### src/rtl/rf_read_scheduler.sv
// Round-robin arbiter for four readers sharing one regfile read port.
// A grant is made combinationally, and the result is registered one cycle later with write bypass.
module rf_read_scheduler (
  input  logic        clock,
  input  logic        ctrl_reset_n,
  input  logic [3:0]  req,
  input  logic [19:0] req_addr,
  input  logic        stall,
  input  logic        wr_en,
  input  logic [4:0]  wr_addr,
  input  logic [31:0] wr_data,
  input  logic [31:0] rd_data_in,
  output logic [4:0]  rd_select,
  output logic [3:0]  gnt,
  output logic [3:0]  rsp_valid,
  output logic [31:0] rsp_data
);

  logic [1:0]  ptr_r;
  logic [3:0]  rsp_valid_r;
  logic [31:0] rsp_data_r;

  logic        found_s;
  logic [1:0]  win_s;
  logic [1:0]  idx_s;
  logic [3:0]  gnt_s;
  logic [4:0]  sel_s;
  logic [31:0] result_s;

  // Winner search from ptr upward; reset and stall suppress any grant.
  always_comb begin
    found_s = 1'b0;
    win_s   = 2'd0;
    idx_s   = 2'd0;
    gnt_s   = 4'b0000;
    sel_s   = 5'd0;
    if (ctrl_reset_n && !stall) begin
      for (int k = 0; k < 4; k++) begin
        idx_s = ptr_r + k[1:0];
        if (!found_s && req[idx_s]) begin
          found_s = 1'b1;
          win_s   = idx_s;
        end else begin
          found_s = found_s;
        end
      end
    end else begin
      found_s = 1'b0;
    end
    if (found_s) begin
      gnt_s[win_s] = 1'b1;
      sel_s        = req_addr[5*win_s +: 5];
    end else begin
      sel_s = 5'd0;
    end
  end

  // Register 0 reads as zero; a same-cycle write to the selected register wins over the array.
  always_comb begin
    result_s = rd_data_in;
    if (sel_s == 5'd0) begin
      result_s = 32'h0000_0000;
    end else if (wr_en && (wr_addr == sel_s)) begin
      result_s = wr_data;
    end else begin
      result_s = rd_data_in;
    end
  end

  // Pointer advance and one-cycle response pulse; reset drops any in-flight response.
  always_ff @(posedge clock) begin
    if (!ctrl_reset_n) begin
      ptr_r       <= 2'd0;
      rsp_valid_r <= 4'b0000;
      rsp_data_r  <= 32'h0000_0000;
    end else if (found_s) begin
      ptr_r       <= win_s + 2'd1;
      rsp_valid_r <= gnt_s;
      rsp_data_r  <= result_s;
    end else begin
      rsp_valid_r <= 4'b0000;
    end
  end

  assign gnt       = gnt_s;
  assign rd_select = sel_s;
  assign rsp_valid = rsp_valid_r;
  assign rsp_data  = rsp_data_r;

endmodule

### config.mk
export PLATFORM = sky130hd
export DESIGN_NAME = rf_read_scheduler
export DESIGN_NICKNAME = d
export VERILOG_FILES = /design/src/rtl/rf_read_scheduler.sv
export SDC_FILE = /design/constraint.sdc
export NUM_CORES = 1
export LEC_CHECK = 0
export ABC_AREA = 1
export ABC_CLOCK_PERIOD_IN_PS = 2200
export CAP_MARGIN = 20
export CORE_MARGIN = 1
export CORE_UTILIZATION = 25
export DETAILED_ROUTE_END_ITERATION = 8
export DONT_BUFFER_PORTS = 1
export GPL_TIMING_DRIVEN = 0
export PLACE_DENSITY = 0.49
export SLEW_MARGIN = 20
export SYNTH_ARGS = -nofsm -noshare
export SYNTH_HDL_FRONTEND = slang
export SYNTH_SLANG_ARGS = --single-unit
### constraint.sdc
create_clock -name clock -period 2.2 [get_ports clock]
set_input_delay 0.44 -clock clock [delete_from_list [all_inputs] [get_ports clock]]
set_output_delay 0.44 -clock clock [all_outputs]
set_load 0.01 [all_outputs]
==> run_results.csv <==
group,metric,value,unit
grt,grt_max_degree,16,
floorplanning,die_h,109.2,um
sta,setup_viol,41,
job,cap_violations,0,
placed_design,globalplace.congestion,0.8540,
placed_design,placed_cell_area,3099,um2
clock_network,cts_made_buffers,5,
floorplanning,core_area,11030,um2
floorplanning,rows,38,
worst_setup_path,arrival,2.86,ns
cells_and_area,final_nets,614,
drt,vias,3227,
clock_network,clk_pin_slew_worst_paths,0.06,ns
worst_setup_path,reg2regPathDepth,22,
drt,vias_per_cell,4.942,
floorplanning,initial_utilization,26.02,%
sta,timing.final.ws_setup,-0.4535,ns
grt,antenna_found_initial,0,
worst_setup_path,crit_end,"rsp_data[11]",
cells_and_area,areaGrowthSynthToFinish,42.24,%
sta,hold_violations,0,
clock_network,clockBufferDepth,2,
synthesis,post_synth_instance_area,2870,um2
synthesis,synth_top_area_cell,"dfxtp_1",
synthesis,avgSynthCellArea,5.980,um2
sta,achievable-frequency,376.9,MHz
clock_network,cts-htree-levels,2,
placed_design,dp_hpwl,6937,um
worst_setup_path,crit_start,"ptr_r[0]",
grt,grt_pass1_wl,14880,um
cells_and_area,final_area,4083,um2
grt,grt_pass1_vias,2902,
synthesis,ys_seq_elements,38,
power_and_ir_drop,fin_total_pwr,2947,uW
synthesis,synth_area_leaders,"dfxtp_1 (27%), nand2_1 (16%), nand3_1 (14%), inv_1 (13%), nand4_1 (7.4%)",
sta,worst_slew_pin_slew,0.6649,ns
power_and_ir_drop,p_leak,0.001991,uW
grt,overflow,0,
worst_setup_path,critPathRequiredTime,2.41,ns
cells_and_area,instances_no_fill,653,
worst_setup_path,crit_path_end_kind,"flop",
cells_and_area,layout.cells.most_common_list,"inv_1 (92), nand2_1 (78), nand2_2 (44), nand3_2 (40), nand3_1 (40)",
hold_path,min_path_type,"primary input to flop",
synthesis,ys_types,22,
placed_design,dp_slack,-0.6014,ns
worst_setup_path,rr_startpoint,"ptr_r[0]",
clock_network,cts_tree,"yes",
cells_and_area,fill_cells,1174,
placed_design,dp_cells,620,
sta,clock_skew,0.007017,ns
synthesis,synthesis.nets,581,
sta,rsz0062_at_grt,"yes",
placed_design,port_buffers,0,
drt,routed_wl,10070,um
cells_and_area,post-route-util,37.01,%
drt,initialDrtViolationCount,154,
worst_setup_path,startpoint_type,"flop",
sta,relSlewSlack,55.67,%
clock_network,cts_root_buffer,"clkbuf_16",
grt,grt_usage,16.51,%
sta,slew_violations,0,
power_and_ir_drop,ir_drop,0.0004001,V
clock_network,clock_sinks,38,
outcome,status,"complete, but fails checks",
worst_setup_path,crit_fanout,7,
cells_and_area,drive_gt1_share,38.21,%
floorplanning,die-area,11910,um2
synthesis,netlist.area_leader.share,26.50,%
power_and_ir_drop,power_per_cell_area,721.8,nW/um2
synthesis,synth_seq_area_share,26.50,%
sta,min_period,2.653,ns
floorplanning,die_w,109.2,um
drt,drt-pass1-iter-count,4,
clock_network,clock_latency,0.29,ns
worst_setup_path,criticalPathCategory,"flop to flop",
floorplanning,io-pin-count,142,
synthesis,syn_inst,480,
sta,period_share,120.6,%
cells_and_area,final_common_cell,"inv_1",
clock_network,hold_buffers,0,
outcome,violations,"negative setup slack",
worst_setup_path,rrSetupSlack,-0.45,ns
drt,routedWlPerCell,15.43,um
drt,postRouteAntennaNets,0,
cells_and_area,num_antenna_cells,0,
drt,drc,0,
synthesis,ys_warn_count,0,
worst_setup_path,r2r-end,"rsp_data[11]",
-- report_power, final --
group          total [uW]  internal (uW)  switching [uW]
clock network         836            559             277
registers             901            785             116
logic                1210            489             721
total                2950           1830            1110
-- how the worst min path moves through the flow --
stage	end	start	depth (start not counted)	slack [ns]
after floorplan	rsp_data[3]	rsp_data[3]	2	0.49
after global placement	rsp_data[6]	rsp_data[6]	2	0.50
after detailed placement	rsp_data[6]	rsp_data[6]	2	0.50
after CTS	ptr_r[1]	ctrl_reset_n	2	0.27
after global routing	ptr_r[1]	ctrl_reset_n	2	0.29
final	ptr_r[1]	ctrl_reset_n	2	0.29
-- cells in the mapped netlist, drive strengths merged --
cell type  number
a21oi          34
buf            20
clkbuf          7
dfxtp          38
ha              4
inv           106
nand2         135
nand3          83
nand4          34
nor2           16
nor3            1
o21ai           2
-- critical path: stages (launching register included) --
cell,delay [ns]
dfxtp_4,0.36
buf_6,0.13
nand2_2,0.06
nand2_2,0.06
nand2_4,0.08
nand2_4,0.05
nor2_4,0.13
nand3_2,0.11
nand2_4,0.11
inv_8,0.05
nand2_8,0.09
buf_12,0.13
nand2_2,0.05
nand3_2,0.08
nand3_2,0.10
nand2_2,0.07
nand2_2,0.06
nor2_4,0.18
nand3_4,0.20
buf_6,0.20
nand2_2,0.07
nand3_2,0.06
a21oi_2,0.13
-- sequential cells by signal (all words and copies together), names as in the netlist --
register	cells
rsp_data	32
ptr_r	2
rsp_valid	4
-- layer usage --
metal | share of wire, % | vias to the layer above | wire length [um] | track usage, %
li1 | - | 1578 | - | -
met1 | 42 | 1512 | 4216 | 19.76
met2 | 50 | 124 | 4997 | 27.27
met3 | 7.1 | 13 | 719 | 5.918
met4 | 1.4 | 0 | 139 | 5.309
met5 | 0 | - | 0 | 0
-- stage by stage --
step	setup TNS [ns]	hold WS, ns
final	-16.32	0.2852
after global routing	-23.40	0.2868
after CTS	-15.21	0.2681
after detailed placement	-18.47	0.5039
after global placement	-17.23	0.5018
after floorplan	-2.186	0.4882
-- logic make-up after synthesis --
logic type,after synthesis,synth area share (%)
buffers and inverters,133,19.70
AOI/OAI and AO/OA,36,6.277
adders and majority gates,4,1.744
DFF,38,26.50
and+or+nand+nor,269,45.77
-- area by class of cell --
class	instances	area [um2]	area share, %
repair buffers	26	275.3	6.742
clock inverters	1	30.03	0.7355
clock buffers	6	138.9	3.402
multi-input cells	310	2047	50.14
flip-flops and latches	38	768.2	18.82
inverters	106	434.2	10.63
plain buffers	26	214.0	5.241
well taps	140	175.2	4.291
-- what timing repair did --
item	in CTS	in global routing
setup endpoints to repair	41	41
cloned	6	1
endpoints found under the hold margin	0	0
resized for setup	83	80
pin swaps	26	42
setup buffers	14	6
Note: power is estimated with default switching activity, not from simulation.
==> RTL change, RTL diff (config.mk and constraints unchanged) <==
Make the reset (`ctrl_reset_n`) asynchronous in one clocked block.
--- a/src/rtl/rf_read_scheduler.sv
+++ b/src/rtl/rf_read_scheduler.sv
@@ -68,7 +68,7 @@
   end
 
   // Pointer advance and one-cycle response pulse; reset drops any in-flight response.
-  always_ff @(posedge clock) begin
+  always_ff @(posedge clock or negedge ctrl_reset_n) begin
     if (!ctrl_reset_n) begin
       ptr_r       <= 2'd0;
       rsp_valid_r <= 4'b0000;
Function: differs if ctrl_reset_n is asserted again (counterexample within 4 cycles, from zero or initial values and one cycle with ctrl_reset_n low); with ctrl_reset_n held inactive, the same outputs for 10 cycles.
==> RTL change against the original RTL <==
  * The flow finishes with violations (negative hold slack, negative setup slack)
  * Setup slack got worse by 0.065 ns
  * Sequential cell count did not move
  * Final cell count fell by 3.7%
  * Power rose by 45%
  * Register-to-register slack got worse by 0.06 ns
  * Design area fell by 9.8%
  * Area after synthesis rose by 1.5%
  * Wire length fell by 13%
  * Highest routed layer unchanged
==> RTL change: results (changes against the original RTL) <==
[outcome]
run_status=finished with violations  ; unchanged
failed_checks=negative hold slack, negative setup slack  ; was negative setup slack

[detailed_routing]
detailedRoute.firstPassIterationCount=5  ; was 4
finalWirelength_mm=8.80  ; was 10.1 mm
routed_via_density=4.62  ; was 4.94
detailroute.wirelength.met2_mm=4.11  ; was 5.00 mm
detailroute.wirelength.met3_um=603  ; was 719 um
vias_after_detailed_routing=2909  ; was 3227
first_iter_violations=163  ; was 154

[timing]
holdWs_ns=-0.0128  ; was 0.285 ns
worst_slack_ns=-0.519  ; was -0.453 ns
clock-skew-final_ns=0.0101  ; was 0.00702 ns
timing.final.hold_violations=8  ; was 0
final-setup-viol-count=41  ; unchanged
worst-slew-pin-transition_ns=0.451  ; was 0.665 ns

[synth]
synth.top_cells.by_area=sky130_fd_sc_hd__dfrtp_1 (33%), sky130_fd_sc_hd__nand2_1 (20%), sky130_fd_sc_hd__inv_1 (14%)  ; was sky130_fd_sc_hd__dfxtp_1 (27%), sky130_fd_sc_hd__nand2_1 (16%), sky130_fd_sc_hd__nand3_1 (14%)
synth_compound_gate_area_share=0.00902  ; was 0.0628
synth_sequential_area_ratio=0.326  ; was 0.265
ys_types=23  ; was 22
post_synth_most_frequent_cells=sky130_fd_sc_hd__nand2_1 (157), sky130_fd_sc_hd__inv_1 (108), sky130_fd_sc_hd__nand3_1 (50)  ; was sky130_fd_sc_hd__nand2_1 (126), sky130_fd_sc_hd__inv_1 (100), sky130_fd_sc_hd__nand3_1 (78)
synth.net_count=562  ; was 581
asyncSetResetFlopFracSynth=1.00  ; was 0

[global_routing]
grt_start_max_net_pins=39  ; was 16
number_of_global_route_vias_before_repair=2703  ; was 2902
gr-usage-all-layers=0.143  ; was 0.165

[pwr]
total_leakage_power_nw=2.12  ; was 1.99 nW
max-vdd-ir-drop_v=0.000403  ; was 0.000400 V

[layout]
share_of_layout_cells_above_drive_strength_1=0.245  ; was 0.382
nFillCells=1288  ; was 1174

[placement]
globalplace.congestion=0.834  ; was 0.854
post-dp-hpwl_mm=6.32  ; was 6.94 mm
pre_cts_ws_ns=-0.646  ; was -0.601 ns

[worst_setup_path]
regToRegEndpoint=rsp_data[27]$_DFFE_PN0P_  ; was rsp_data[11]$_SDFFE_PN0P_
slowest_cp_cell=sky130_fd_sc_hd__dfrtp_2  ; was sky130_fd_sc_hd__dfxtp_4
crit_path_start=ptr_r[0]$_DFFE_PN0P_  ; was ptr_r[0]$_SDFFE_PN0P_
r2r_setup_slack_ns=-0.51  ; was -0.45 ns
worstPathRequired_ns=1.76  ; was 2.41 ns

[worst_hold_path]
hold_path_class=primary input to async pin  ; was primary input to flop

RTL change: cell count changes after synthesis, moves of 5 or more:
cell	change
sky130_fd_sc_hd__dfrtp_1	+38
sky130_fd_sc_hd__dfxtp_1	-38
sky130_fd_sc_hd__a21oi_1	-32
sky130_fd_sc_hd__nand2_1	+31
sky130_fd_sc_hd__nand3_1	-28
sky130_fd_sc_hd__inv_1	+8
sky130_fd_sc_hd__nand4_1	+8
sky130_fd_sc_hd__nor2_1	-5
RTL change: cell type report:
| type | count | area [um2] | share of cell area |
|---|---|---|---|
| clock buffers | 6 | 139 | 0.0377 |
| inverters | 112 | 430 | 0.117 |
| well taps | 143 | 179 | 0.0486 |
| clock inverters | 2 | 12.5 | 0.00340 |
| repair inverters | 1 | 7.51 | 0.00204 |
| repair buffers | 16 | 160 | 0.0435 |
| multi-input cells | 286 | 1580 | 0.429 |
| plain buffers | 25 | 221 | 0.0601 |
| flip-flops and latches | 38 | 952 | 0.259 |
RTL change: how the worst max path moves through the flow:
stage                                     endpoint  slack [ns]  cells after the start
after floorplan           rsp_data[10]$_DFFE_PN0P_       -0.08                     22
after detailed placement   rsp_data[5]$_DFFE_PN0P_       -0.65                     19
after CTS                  rsp_data[5]$_DFFE_PN0P_       -0.49                     22
final                                       gnt[0]       -0.52                     15
after global placement     rsp_data[5]$_DFFE_PN0P_       -0.62                     19
after global routing      rsp_data[27]$_DFFE_PN0P_       -0.71                     22
RTL change: logic make-up after synthesis:
logic type,after synthesis
compound gates,5
flops,38
simple gates,277
buf+inv,137
fa+ha+maj,4
RTL change: routing by layer:
metal  vias up  track usage
met5         -            0
li1       1460            -
met4         0       0.0533
met2       110        0.239
met1      1325        0.173
met3        14       0.0397
RTL change: timing repair:
action | in CTS | in global routing
setup endpoints to repair | 45 | 41
hold buffers | 1 | 0
buffers inserted | 7 | 6
endpoints found under the hold margin | 38 | 0
resized for setup | 58 | 16
pin swaps | 7 | 2
gates cloned | 3 | 0
RTL change: worst max-delay path, delay by kind of cell (launching register included):
family | cells | cell delay, ns
DFF | 1 | 0.46
and+or+nand+nor | 9 | 0.76
buffers and inverters | 5 | 0.61
adders and majority gates | 1 | 0.16
RTL change: power by group:
group / internal (W) / switching, W
Combinational: 0.000845 / 0.00126
Sequential: 0.00102 / 0.000404
Clock: 0.000449 / 0.000294
Total: 0.00232 / 0.00196
RTL change: through the flow:
stage	setup TNS, ns	total power [W]	hold slack, ns	area (um2)	util
floorplan	-2.48	0.00272	0.144	2980	-
global placement	-20.48	0.00310	0.145	3150	0.277
detailed placement	-21.49	0.00313	0.145	3150	0.277
CTS	-18.42	0.00419	0.00346	3560	0.313
global route	-27.01	0.00465	0.00215	3680	0.324
finish	-20.03	0.00428	-0.0128	3680	0.324
